`src/rtl/regfile_initiator_if.sv`:
```
//------------------------------------------------------------------------------
// Module      : regfile_initiator_if
// Description : req/ack bus between the register-file initiator and responder.
// Revision    : 1.0 - initial release
//------------------------------------------------------------------------------
`default_nettype none

interface regfile_initiator_if;
    logic       req;
    logic       we;
    logic [1:0] addr;
    logic [7:0] wdata;
    logic       ack;
    logic [7:0] rdata;

    modport master (
        output req, we, addr, wdata,
        input  ack, rdata
    );

    modport slave (
        input  req, we, addr, wdata,
        output ack, rdata
    );
endinterface

`default_nettype wire

```
`src/rtl/regfile_initiator.sv`:
```
//------------------------------------------------------------------------------
// Module      : regfile_initiator
// Description : Debounced push-button to one req/ack register-file transaction.
//               Optional ack timeout enabled by REGFILE_INIT_TIMEOUT_EN.
// Revision    : 1.0 - initial release
//------------------------------------------------------------------------------
`default_nettype none

module regfile_initiator #(
    parameter int DEB_CYCLES = 4,
    parameter int TIMEOUT    = 15
) (
    input  wire logic                clk,
    input  wire logic                rst_n,
    input  wire logic                key_n,
    input  wire logic                sw_we,
    input  wire logic [1:0]          sw_addr,
    input  wire logic [3:0]          sw_data,
    regfile_initiator_if.master      bus,
    output logic      [7:0]          rd_q,
    output logic                     done,
    output logic                     busy,
    output logic                     err
);

    localparam logic [1:0] S_ARM     = 2'd0;
    localparam logic [1:0] S_ISSUE   = 2'd1;
    localparam logic [1:0] S_RELEASE = 2'd2;

    localparam int               CNT_W    = $clog2(DEB_CYCLES + 1);
    localparam logic [CNT_W-1:0] DEB_LAST = CNT_W'(DEB_CYCLES - 1);

    // Illegal parameter values leave an empty marker scope in the hierarchy.
    if (DEB_CYCLES < 1 || TIMEOUT < 1) begin : g_bad_params
    end

    logic [1:0]       state_q, state_d;
    logic [1:0]       sync_q, sync_d;
    logic [CNT_W-1:0] cnt_q, cnt_d;
    logic             req_q, req_d;
    logic             we_q, we_d;
    logic [1:0]       addr_q, addr_d;
    logic [7:0]       wdata_q, wdata_d;
    logic [7:0]       rd_q_q, rd_q_d;
    logic             done_q, done_d;
    logic             key_s;

`ifdef REGFILE_INIT_TIMEOUT_EN
    localparam int                TCNT_W  = $clog2(TIMEOUT + 1);
    localparam logic [TCNT_W-1:0] TO_LAST = TCNT_W'(TIMEOUT - 1);

    logic [TCNT_W-1:0] tcnt_q, tcnt_d;
    logic              err_q, err_d;
`endif

    assign key_s = sync_q[1];

    always_ff @(posedge clk or negedge rst_n) begin
        if (!rst_n) begin
            state_q <= S_ARM;
            sync_q  <= '0;
            cnt_q   <= '0;
            req_q   <= 1'b0;
            we_q    <= 1'b0;
            addr_q  <= '0;
            wdata_q <= '0;
            rd_q_q  <= '0;
            done_q  <= 1'b0;
`ifdef REGFILE_INIT_TIMEOUT_EN
            tcnt_q  <= '0;
            err_q   <= 1'b0;
`endif
        end else begin
            state_q <= state_d;
            sync_q  <= sync_d;
            cnt_q   <= cnt_d;
            req_q   <= req_d;
            we_q    <= we_d;
            addr_q  <= addr_d;
            wdata_q <= wdata_d;
            rd_q_q  <= rd_q_d;
            done_q  <= done_d;
`ifdef REGFILE_INIT_TIMEOUT_EN
            tcnt_q  <= tcnt_d;
            err_q   <= err_d;
`endif
        end
    end

    always_comb begin
        state_d = state_q;
        sync_d  = {sync_q[0], key_n};
        cnt_d   = cnt_q;
        req_d   = req_q;
        we_d    = we_q;
        addr_d  = addr_q;
        wdata_d = wdata_q;
        rd_q_d  = rd_q_q;
        done_d  = 1'b0;
`ifdef REGFILE_INIT_TIMEOUT_EN
        tcnt_d  = tcnt_q;
        err_d   = err_q;
`endif
        case (state_q)
            S_ARM: begin
                if (key_s) begin
                    cnt_d = '0;
                end else if (cnt_q == DEB_LAST) begin
                    // Command is captured only here; later switch moves are ignored.
                    state_d = S_ISSUE;
                    cnt_d   = '0;
                    req_d   = 1'b1;
                    we_d    = sw_we;
                    addr_d  = sw_addr;
                    wdata_d = {{4{sw_data[3]}}, sw_data};
`ifdef REGFILE_INIT_TIMEOUT_EN
                    tcnt_d  = '0;
                    err_d   = 1'b0;
`endif
                end else begin
                    cnt_d = cnt_q + 1'b1;
                end
            end
            S_ISSUE: begin
                if (bus.ack) begin
                    state_d = S_RELEASE;
                    req_d   = 1'b0;
                    done_d  = 1'b1;
                    if (!we_q) begin
                        rd_q_d = bus.rdata;
                    end
`ifdef REGFILE_INIT_TIMEOUT_EN
                end else if (tcnt_q == TO_LAST) begin
                    state_d = S_RELEASE;
                    req_d   = 1'b0;
                    err_d   = 1'b1;
                end else begin
                    tcnt_d = tcnt_q + 1'b1;
`endif
                end
            end
            S_RELEASE: begin
                // Key must read released for DEB_CYCLES edges in a row before re-arming.
                if (!key_s) begin
                    cnt_d = '0;
                end else if (cnt_q == DEB_LAST) begin
                    state_d = S_ARM;
                    cnt_d   = '0;
                end else begin
                    cnt_d = cnt_q + 1'b1;
                end
            end
            default: begin
                state_d = S_ARM;
                cnt_d   = '0;
                req_d   = 1'b0;
            end
        endcase
    end

    always_comb begin
        bus.req   = req_q;
        bus.we    = we_q;
        bus.addr  = addr_q;
        bus.wdata = wdata_q;
        rd_q      = rd_q_q;
        done      = done_q;
        busy      = (state_q == S_ISSUE) || (state_q == S_RELEASE);
`ifdef REGFILE_INIT_TIMEOUT_EN
        err       = err_q;
`else
        err       = 1'b0;
`endif
    end

endmodule

`default_nettype wire

```
`src/flat_wrapper.sv`:
```
// flat-port wrapper written by rule: the top's interface ports become plain ports
module regfile_initiator_flat 
#(
    parameter int DEB_CYCLES = 4,
    parameter int TIMEOUT    = 15
)
  (clk, rst_n, key_n, sw_we, sw_addr, sw_data, rd_q, done, busy, err, bus_req, bus_we, bus_addr, bus_wdata, bus_ack, bus_rdata);
  regfile_initiator_if bus_i ();
  input  wire logic clk;
  input  wire logic rst_n;
  input  wire logic key_n;
  input  wire logic sw_we;
  input  wire logic [1:0] sw_addr;
  input  wire logic [3:0] sw_data;
  output logic      [7:0] rd_q;
  output logic done;
  output logic busy;
  output logic err;
  output wire logic [$bits(bus_i.req)-1:0] bus_req;
  output wire logic [$bits(bus_i.we)-1:0] bus_we;
  output wire logic [$bits(bus_i.addr)-1:0] bus_addr;
  output wire logic [$bits(bus_i.wdata)-1:0] bus_wdata;
  input wire logic [$bits(bus_i.ack)-1:0] bus_ack;
  input wire logic [$bits(bus_i.rdata)-1:0] bus_rdata;
  assign bus_req = bus_i.req;
  assign bus_we = bus_i.we;
  assign bus_addr = bus_i.addr;
  assign bus_wdata = bus_i.wdata;
  assign bus_i.ack = bus_ack;
  assign bus_i.rdata = bus_rdata;
  regfile_initiator #(.DEB_CYCLES(DEB_CYCLES), .TIMEOUT(TIMEOUT)) u_core (.clk(clk), .rst_n(rst_n), .key_n(key_n), .sw_we(sw_we), .sw_addr(sw_addr), .sw_data(sw_data), .bus(bus_i), .rd_q(rd_q), .done(done), .busy(busy), .err(err));
endmodule
```
`config.mk`:
```
export PLATFORM = sky130hd
export DESIGN_NAME = regfile_initiator_flat
export DESIGN_NICKNAME = d
export VERILOG_FILES = /design/src/rtl/regfile_initiator_if.sv /design/src/rtl/regfile_initiator.sv /design/src/flat_wrapper.sv
export SDC_FILE = /design/constraint.sdc
export NUM_CORES = 1
export LEC_CHECK = 0
export ABC_CLOCK_PERIOD_IN_PS = 2200
export BUFFER_PORTS_ARGS = -buffer_cell sky130_fd_sc_hd__buf_4
export CORE_UTILIZATION = 47
export DETAILED_ROUTE_END_ITERATION = 8
export PLACE_DENSITY_LB_ADDON = 0.3
export SYNTH_ARGS = -nofsm -noshare
export SYNTH_HDL_FRONTEND = slang
export SYNTH_SLANG_ARGS = --single-unit
```
`constraint.sdc`:
```
create_clock -name clk -period 2.2 [get_ports clk]
set_clock_uncertainty 0.2 [all_clocks]
set_input_delay 0.11 -clock clk [delete_from_list [all_inputs] [get_ports clk]]
set_output_delay 0.11 -clock clk [all_outputs]
set_load 0.05 [all_outputs]
```
# == Word level (Yosys, flattened, before mapping) ==
# Cells that the tools add are included.
# word_totals
register_bits,24
in_bits,19
output_inout_bits,23
# classes
addsub,1
muxes,16
n_reduce_logical,6
eq_ne,8
bitwise_logic,3
# op_table
operator,count
$mux W2,5
$mux W3,3
$pmux W3 S3,1
$ne A2 B1 Y1 const B,3
$pmux W2 S3,1
$reduce_and A3 Y1,2
$mux W1,5
$reduce_and A5 Y1,1
$ne A2 B2 Y1 const B,2
$reduce_and A4 Y1,1
$add A3 B1 Y3 const B,1
$eq A3 B2 Y1 const B,1
$not A1 Y1,3
$pmux W1 S3,1
$eq A2 B1 Y1 const B,1
$eq A2 B2 Y1 const B,1
$logic_not A2 Y1,1
$logic_or A1 B1 Y1,1

# == Longest topological paths before layout ==
# Gate-level depths: netlist of run 1.
# depth
depth_word,4
ltp_mapped,6

# == Worst setup path before layout of run 1 ==
# Ideal clock, no wire load.
# synth_timing
kind,register to register
startpoint,register u_core.state_q[1]
endpoint,register u_core.state_q[0]
stages_incl_launch_ff,6
synth_period_minus_slack_ns,1.685
arrival_ns,1.360
required_time_ns,1.875
path_buffers,0
path_slack_ns,0.515
path_cell_list,dfrtp_1 -> inv_1 -> ha_1 -> inv_1 -> o221ai_1 -> mux2_2
# synth_between
elab_chain_cells,3
# synth_lines
item,line_no,rtl
"start, declared",regfile_initiator.sv:37,"logic [1:0] state_q, state_d;"
"start signal, assigned",regfile_initiator.sv:74,state_q <= state_d;
$eq A2 B2 Y1 (tied with other cells),regfile_initiator.sv:104,case (state_q)
$ne A2 B1 Y1 (no source line) or $ne A2 B2 Y1 (tied branches),--,
$reduce_and A5 Y1 (no source line),--,
# Parallel ways exist; a longest one is shown, timed or not.
# A chain may end at the register's enable or synchronous reset.

# == Worst setup path after layout of run 1 ==
# layout_timing
startpoint,register u_core.state_q[0]
endpoint,register u_core.wdata_q[1] (netlist: u_core.bus.wdata[1])
# layout_between
elab_chain_cells,2
# layout_lines
item,line_no,rtl
$logic_not A2 Y1,regfile_initiator.sv:104,
$reduce_and A3 Y1 (no source line),--,
"end signal, assigned",regfile_initiator.sv:80,wdata_q <= wdata_d;
"end, declared",regfile_initiator.sv:43,"logic [7:0] wdata_q, wdata_d;"
# No other way between the ends.

==> flow_summary_export.csv, run 1 <==
group,metric,value,unit
status,status,"complete, no violations",
yosys,netlist_instances,76,
place,place_inst,137,
yosys,yosys.area_share.simple,6.99,%
power,p_leak,0.000844,uW
timing,setup_tns,0,ns
timing,timing.fmax,532,MHz
critical_path,crit_path_start_kind,"flop",
floorplan,start_util,50.2,%
clock_tree,clk_pin_slew,0.13,ns
drt,drt-wirelength-per-cell,12.9,um
place,dp_slack,0.317,ns
yosys,netlist_area,0.00111,mm2
min_path,worstHoldPathType,"primary input to async pin",
job,maxCapViolCount,0,
timing,period_needed,1.88,ns
yosys,synth_seq_cells,24,
yosys,yosysTopAreaCell,"dfrtp_1",
clock_tree,clkLatencyLatePin,0.31,ns
floorplan,rows,17,
timing,finalHoldViolCount,0,
place,dpl.hpwl,1.31,mm
clock_tree,clk_path_buf_depth,2,
yosys,synth_seq_area_share,54.1,%
floorplan,chipWidth,50.6,um
place,gp_congestion,0.764,
timing,setup_viol,0,
yosys,syn_nets,101,
global_route,grt_max_degree,25,
critical_path,path_max_fanout,7,
critical_path,cp.arrival,1.89,ns
clock_tree,htreeDepth,1,
clock_tree,cts_tree,"done",
drt,drc_errors,0,
drt,ant_nets,0,
place,numPortBuffers,40,
clock_tree,root_buffer,"clkbuf_4",
clock_tree,cts_made_buffers,3,
yosys,yosys_warnings,0,
yosys,yosysTopAreaCellShare,54.1,%
drt,num_vias,768,
timing,timing.final.crit_share,85.5,%
yosys,ys_types,23,
timing,rsz0062_at_grt,"false",
critical_path,rr_worst_depth,4,
layout,finalNonFillerCells,159,
yosys,synth-xor-area-share,0,%
drt,via_per_inst,4.83,
yosys,synth-compound-area-share,3.27,%
yosys,synthTopCellsByArea,"dfrtp_1 (54%), mux2_4 (12%), mux2_2 (8.1%)",
yosys,synth_top_family_by_area,"multiplexers",
layout,area_growth_syn_to_layout,45.8,%
drt,drt_pass1_iterations,4,
power,ir_drop,0.915,mV
clock_tree,post_cts_buffers,0,
global_route,antenna_found_initial,0,
critical_path,critical_path_required,2.21,ns
yosys,avgSynthCellArea,14.6,um2
power,p_per_area,1500,mW/mm2
critical_path,critPathKind,"flop to flop",
drt,finalWirelength,2.05,mm
timing,fin_ws,0.319,ns
critical_path,crit_path_end_kind,"flop",
layout,n_antenna_cell,0,
layout,layout.nets,157,
critical_path,r2r_slack,0.32,ns
drt,drtIter0Drc,7,
floorplan,coreArea,0.00221,mm2
global_route,grt_pass1_wl,3.41,mm
yosys,muxShareOfSynthArea,22.1,%
global_route,overflow,0,
yosys,synth_adder_area_share,6.76,%
timing,slew_violations,0,
clock_tree,clock_sinks,24,
floorplan,num_io_pins,42,
global_route,grt_pass1_vias,757,
global_route,grt.total_usage,18.8,%
floorplan,die_y,50.6,um
floorplan,die-area,0.00256,mm2
layout,drive_gt1_share,48.9,%
cell usage in the layout (no fill, tap or decap):
cell type	instances
nand2_1	2
and2_4	1
dfrtp_1	24
and2_1	1
inv_1	3
ha_1	6
buf_4	40
nor2b_1	1
and3b_1	1
nor4b_1	1
mux2i_1	2
conb_1	1
mux2_2	8
mux2_4	9
nand2b_2	1
o32a_1	1
o21ai_0	2
clkbuf_4	3
o221ai_1	1
nor3_1	1
bufinv_16	1
dlygate4sd3_1	18
nor2b_4	1
nor2_1	1
a21o_1	1
per-stage QoR:
stage                     instance area (um2)  util, %  hold slack, ns  total power [uW]
after floorplan                          1110        -          -0.386              1760
after global placement                   1390     62.6          -0.180              2070
after detailed placement                 1390     62.6          -0.176              2090
after CTS                                1620     73.1          0.0120              2440
after global routing                     1620     73.1          0.0327              2540
final                                    1620     73.1          0.0105              2430
critical path, cell delays in order (launching register included):
cell	delay, ns
dfrtp_1	0.44
inv_1	0.13
ha_1	0.24
and3b_1	0.39
mux2_2	0.38
where the power goes:
part / switching, uW / internal [uW] / total, uW
combinational: 875 / 531 / 1410
clock: 129 / 184 / 313
sequential: 106 / 601 / 708
flip-flops by register name (all words and copies together), names as in the netlist:
register	count
u_core.bus.req	1
u_core.done	1
u_core.cnt_q	3
u_core.state_q	2
u_core.rd_q	8
u_core.sync_q	2
u_core.bus.we	1
u_core.bus.addr	2
u_core.bus.wdata	4
synth_stat cells:
| master | n |
|---|---|
| dfrtp_1 | 24 |
| mux2_4 | 9 |
| mux2_2 | 8 |
| ha_1 | 6 |
| buf_4 | 5 |
| inv_1 | 3 |
| buf_6 | 2 |
| mux2i_1 | 2 |
| nand2_1 | 2 |
| o21ai_0 | 2 |
| a21o_1 | 1 |
| and2_1 | 1 |
| and2_4 | 1 |
| and3b_1 | 1 |
| conb_1 | 1 |
| nand2b_2 | 1 |
| nor2_1 | 1 |
| nor2b_1 | 1 |
| nor2b_4 | 1 |
| nor3_1 | 1 |
| nor4b_1 | 1 |
| o221ai_1 | 1 |
| o32a_1 | 1 |
path summary, 6_finish.rpt:
path	startpoint	endpoint
max	u_core.state_q[0]	u_core.bus.wdata[1]
min	rst_n	u_core.cnt_q[1]
max reg2reg	u_core.state_q[0]	u_core.bus.wdata[1]
min reg2reg	u_core.sync_q[0]	u_core.sync_q[1]
min in group clk	u_core.sync_q[0]	u_core.sync_q[1]
max in group asynchronous	rst_n	u_core.bus.addr[0]
metal layers:
| metal | part of all wire, % | global-route usage (%) | up-vias |
|---|---|---|---|
| li1 | - | - | 362 |
| met1 | 40 | 21.6 | 367 |
| met2 | 53 | 32.9 | 33 |
| met3 | 4.2 | 2.73 | 6 |
| met4 | 2.8 | 11.1 | 0 |
| met5 | 0 | 0 | - |
logic make-up (layout without fill, tap and decap cells):
family	after synthesis	in the layout
other	1	1
AND/OR/NAND/NOR	11	11
multiplexers	19	19
adder cells (fa/ha/maj)	6	6
flip-flops	24	24
AO/OA/AOI/OAI	5	5
buffers and inverters	10	65
area by class of cell:
class | instances | area [um2]
fill | 153 | 594
inverter | 3 | 11.3
multi-input combinational | 42 | 438
clock inverter | 1 | 30.0
sequential | 24 | 601
clock buffer | 3 | 22.5
timing repair buffer | 58 | 480
tap | 28 | 35.0
what timing repair did:
action	4_1_cts	5_1_grt
hold endpoints to repair	41	0
gates resized for setup	0	0
setup endpoints to repair	0	0
hold buffers	18	0
Note: power is estimated with default switching activity, not from simulation.
==> inputs of run 2 (changes only) <==
Settings changed: PLACE_DENSITY_LB_ADDON 0.3 to 0.2.
==> run 2 against run 1 <==
Hold slack improved by 0.013 ns. Largest cell class unchanged. First-iteration DRC count fell by 71%. Wire length barely moved. Design area did not move. Cell count did not move. Largest power group unchanged. Sequential cell count did not move. Sequential power rose by 0.6%. Sequential share of layout area did not move. Maximum frequency barely moved. Die area did not move. Core utilization did not move. Via count fell by 4.3%.
==> flow_summary_export.csv, run 2 (synthesis gave the netlist of run 1 again) <==
group,metric,value,unit
status,status,"complete, no violations",
place,dpl.hpwl,1.34,mm
global_route,grt_max_degree,25,
floorplan,coreArea,0.00221,mm2
drt,drtIter0Drc,2,
clock_tree,cts_tree,"done",
clock_tree,root_buffer,"clkbuf_4",
critical_path,slowest_delay,0.44,ns
global_route,grt_pass1_wl,3.44,mm
critical_path,cp_cell_sequence,"inv_1, ha_1, and3b_1, mux2_2",
critical_path,critPathKind,"flop to flop",
power,p_per_area,1500,mW/mm2
layout,drive_gt1_share,48.9,%
drt,drt_pass1_iterations,2,
critical_path,path_max_fanout,7,
min_path,worstHoldPathType,"primary input to async pin",
layout,largest_reg_flops,8,
floorplan,rows,17,
layout,final_common_cell,"buf_4",
critical_path,crit_path_start_kind,"flop",
clock_tree,clk_pin_slew,0.13,ns
timing,rsz0062_at_grt,"false",
floorplan,die-area,0.00256,mm2
timing,slew_violations,0,
timing,timing.final.crit_share,85.4,%
critical_path,slowest_stage,"dfrtp_1",
critical_path,critical_path_required,2.20,ns
drt,ant_nets,0,
drt,drt-wirelength-per-cell,12.9,um
clock_tree,clkLatencyLatePin,0.30,ns
place,numPortBuffers,40,
floorplan,die_y,50.6,um
clock_tree,cts_made_buffers,3,
floorplan,start_util,50.2,%
timing,timing.fmax,532,MHz
timing,finalHoldViolCount,0,
place,gp_congestion,0.754,
layout,area_growth_syn_to_layout,45.8,%
drt,num_vias,735,
drt,finalWirelength,2.05,mm
drt,via_per_inst,4.62,
power,p_leak,0.000844,uW
clock_tree,clock_sinks,24,
floorplan,chipWidth,50.6,um
global_route,grt_pass1_vias,781,
layout,n_antenna_cell,0,
critical_path,worstPathBufferInverterCount,1,
global_route,overflow,0,
timing,setup_tns,0,ns
clock_tree,clk_path_buf_depth,2,
clock_tree,ctsResizeCount,0,
layout,n_fill_cell,146,
global_route,antenna_found_initial,0,
timing,setup_viol,0,
critical_path,crit_family,"flip-flops",
drt,drc_errors,0,
critical_path,cp.arrival,1.88,ns
clock_tree,htreeDepth,1,
critical_path,crit_path_end_kind,"flop",
floorplan,num_io_pins,42,
power,ir_drop,1.36,mV
global_route,grt.total_usage,18.3,%
layout,layout.nets,157,
job,maxCapViolCount,0,
timing,holdWs,0.0234,ns
timing,period_needed,1.88,ns
layout,final_cell_mix,"buf_4 (40), dfrtp_1 (24), dlygate4sd3_1 (18)",
[run 2: cell counts in the layout (fill, tap and decap cells not counted)]
Identical to the previous run, type by type.
[run 2: where the power goes]
group | internal, uW | switching, uW
registers | 602 | 110
clock network | 184 | 126
logic | 531 | 869
[run 2: worst reg2reg max path: stages, from the launching register on]
cell and delay (ns):
dfrtp_1 0.44, inv_1 0.12, ha_1 0.25, and3b_1 0.39, mux2_2 0.38
[run 2: final timing paths]
path	cells past startpoint	startpoint	endpoint	slack [ns]
max in group asynchronous	2	rst_n	u_core.rd_q[3]	1.55
min in group clk	0	u_core.sync_q[0]	u_core.sync_q[1]	0.17
hold / removal	2	rst_n	u_core.cnt_q[2]	0.02
setup reg to reg	4	u_core.state_q[0]	u_core.bus.wdata[0]	0.32
hold reg to reg	0	u_core.sync_q[0]	u_core.sync_q[1]	0.17
setup / recovery	4	u_core.state_q[0]	u_core.bus.wdata[0]	0.32
[run 2: final cells by class]
cell class                      instances  area [um2]  area share, %
Sequential cell                        24         601           37.1
Timing Repair Buffer                   58         480           29.7
Multi-Input combinational cell         42         438           27.1
Tap cell                               28        35.0           2.17
Clock inverter                          1        30.0           1.86
Clock buffer                            3        22.5           1.39
Inverter                                3        11.3          0.696
[run 2: per-layer routing]
layer	GRT usage (%)	up-vias	share of wire, %
li1	-	362	-
met1	20.8	345	43
met2	34.7	26	53
met3	2.73	2	4.1
met4	5.56	0	0.39
met5	0	-	0
[run 2: timing repair]
| action | in CTS | in global routing |
|---|---|---|
| buffers inserted | 0 | 0 |
| endpoints found under the hold margin | 41 | 0 |
| hold buffers | 18 | 0 |
[run 2: stage by stage]
stage               setup slack [ns]  util, %  power [uW]  cell area (um2)  std cells
floorplan                      0.515        -        1760             1110         76
detailed placement             0.335     62.6        2100             1390        137
global route                   0.225     73.1        2550             1620        159
finish                         0.320     73.1        2420             1620        159
CTS                            0.320     73.1        2440             1620        159
global placement               0.367     62.6        2070             1390        137
==> inputs of run 3 (changes only) <==
Settings changed: CORE_UTILIZATION 47 to 50, CTS_BUF_LIST set to sky130_fd_sc_hd__clkbuf_4 sky130_fd_sc_hd__clkbuf_8, CTS_CLUSTER_DIAMETER set to 100, PLACE_DENSITY_LB_ADDON 0.2 to 0.1.
==> run 3 against run 2 <==
The flow now finishes with violations (negative hold slack). Clock power grew 5%. Die area shrank 5.8%. Clock-buffer cell count is the same. Highest routed layer unchanged. Largest cell class unchanged. Via count grew 2.6%. Hold slack lost 0.027 ns. Critical path depth grew 1. Largest power group unchanged. Cell count shrank 0.63%. Core utilization grew 6.8 points. Setup slack lost 0.022 ns. Critical endpoint is now u_core.state_q[0]. Sequential share of layout area is essentially flat.
==> flow_summary_export.csv, run 3 (synthesis gave the netlist of run 1 again) <==
group,metric,value,unit
timing,slew_violations,0,
floorplan,die-area,0.00241,mm2
timing,setup_tns,0,ns
place,placed_cell_area,0.00138,mm2
drt,num_vias,754,
place,place_inst,136,
place,gp_congestion,0.734,
drt,drtIter0Drc,2,
critical_path,critical_path_required,2.21,ns
clock_tree,cts_made_buffers,3,
layout,final_common_cell,"buf_4",
clock_tree,cts_tree,"done",
power,p_leak,0.000844,uW
floorplan,chipWidth,49.1,um
timing,setup_viol,0,
drt,ant_nets,0,
clock_tree,clkLatencyLatePin,0.32,ns
drt,finalWirelength,2.26,mm
global_route,antenna_found_initial,0,
clock_tree,root_buffer,"clkbuf_4",
status,status,"complete, but fails checks",
global_route,overflow,0,
global_route,grt_pass1_wl,3.90,mm
critical_path,crit_path_end_kind,"flop",
timing,finalHoldViolCount,12,
layout,final_area,0.00162,mm2
global_route,grt.total_usage,22.5,%
drt,drc_errors,0,
clock_tree,clock_sinks,24,
floorplan,die_y,49.1,um
status,violations,"negative hold slack",
layout,final_cell_mix,"buf_4 (40), dfrtp_1 (24), dlygate4sd3_1 (18)",
floorplan,num_io_pins,42,
power,ir_drop,1.07,mV
min_path,worstHoldPathType,"primary input to async pin",
drt,drt_pass1_iterations,3,
place,dpl.hpwl,1.36,mm
critical_path,rr_worst_depth,5,
timing,timing.final.crit_share,86.4,%
global_route,grt_max_degree,25,
critical_path,crit_path_start_kind,"flop",
clock_tree,clk_path_buf_depth,2,
timing,timing.fmax,526,MHz
floorplan,coreArea,0.00202,mm2
layout,finalNonFillerCells,158,
layout,layout.nets,157,
critical_path,path_max_fanout,6,
timing,rsz0062_at_grt,"false",
timing,holdWs,-0.00372,ns
critical_path,cp.arrival,1.92,ns
timing,fin_ws,0.299,ns
clock_tree,htreeDepth,1,
floorplan,rows,16,
timing,period_needed,1.90,ns
layout,drive_gt1_share,48.9,%
critical_path,critPathKind,"flop to flop",
power,p_per_area,1520,mW/mm2
layout,n_antenna_cell,0,
place,dp_slack,0.341,ns
drt,drt-wirelength-per-cell,14.3,um
floorplan,start_util,54.9,%
drt,via_per_inst,4.77,
job,maxCapViolCount,0,
power,fin_total_pwr,2460,uW
layout,largest_reg_flops,8,
layout,area_growth_syn_to_layout,45.7,%
global_route,grt_pass1_vias,783,
place,numPortBuffers,40,
clock_tree,clk_pin_slew,0.14,ns
[run 3: stage by stage]
stage,hold WS (ns),util [%]
floorplan,-0.386,-
global placement,-0.180,68.4
detailed placement,-0.172,68.4
CTS,0.000164,80.0
global route,0.00617,80.0
finish,-0.00372,80.0
[run 3: cell type report]
cell class,count,area (um2)
fillers,121,405
flip-flops and latches,24,601
multi-input cells,42,438
clock buffers,3,22.5
well taps,27,33.8
inverters,3,11.3
clock inverters,1,30.0
repair buffers,58,480
[run 3: worst max-delay path: stages, from the launching register on]
cell	delay (ns)
dfrtp_1	0.42
inv_1	0.12
ha_1	0.26
inv_1	0.09
o221ai_1	0.31
mux2_2	0.39
[run 3: path summary, 6_finish.rpt]
path,endpoint,slack (ns),from
worst max-delay path,u_core.state_q[0],0.30,u_core.state_q[1]
worst min-delay path,u_core.bus.wdata[2],-0.004,rst_n
worst max register to register,u_core.state_q[0],0.30,u_core.state_q[1]
worst min register to register,u_core.sync_q[1],0.17,u_core.sync_q[0]
max in group asynchronous,u_core.state_q[1],1.57,rst_n
min in group clk,u_core.sync_q[1],0.17,u_core.sync_q[0]
[run 3: report_power, final]
group / switching, uW / total (uW) / internal (uW)
logic: 887 / 1420 / 534
registers: 114 / 715 / 602
clock network: 138 / 323 / 184
[run 3: what timing repair did]
item	in CTS	in global routing
gates resized for setup	0	0
hold endpoints to repair	41	0
endpoints found under the setup margin	0	0
hold buffers	18	0
buffers inserted	0	0
[run 3: per-layer routing]
| layer | vias to the layer above | global-route usage [%] | routed length, um |
|---|---|---|---|
| li1 | 360 | - | - |
| met1 | 359 | 27.0 | 897 |
| met2 | 30 | 39.0 | 1220 |
| met3 | 5 | 4.05 | 99 |
| met4 | 0 | 10.3 | 43 |
| met5 | - | 0 | 0 |
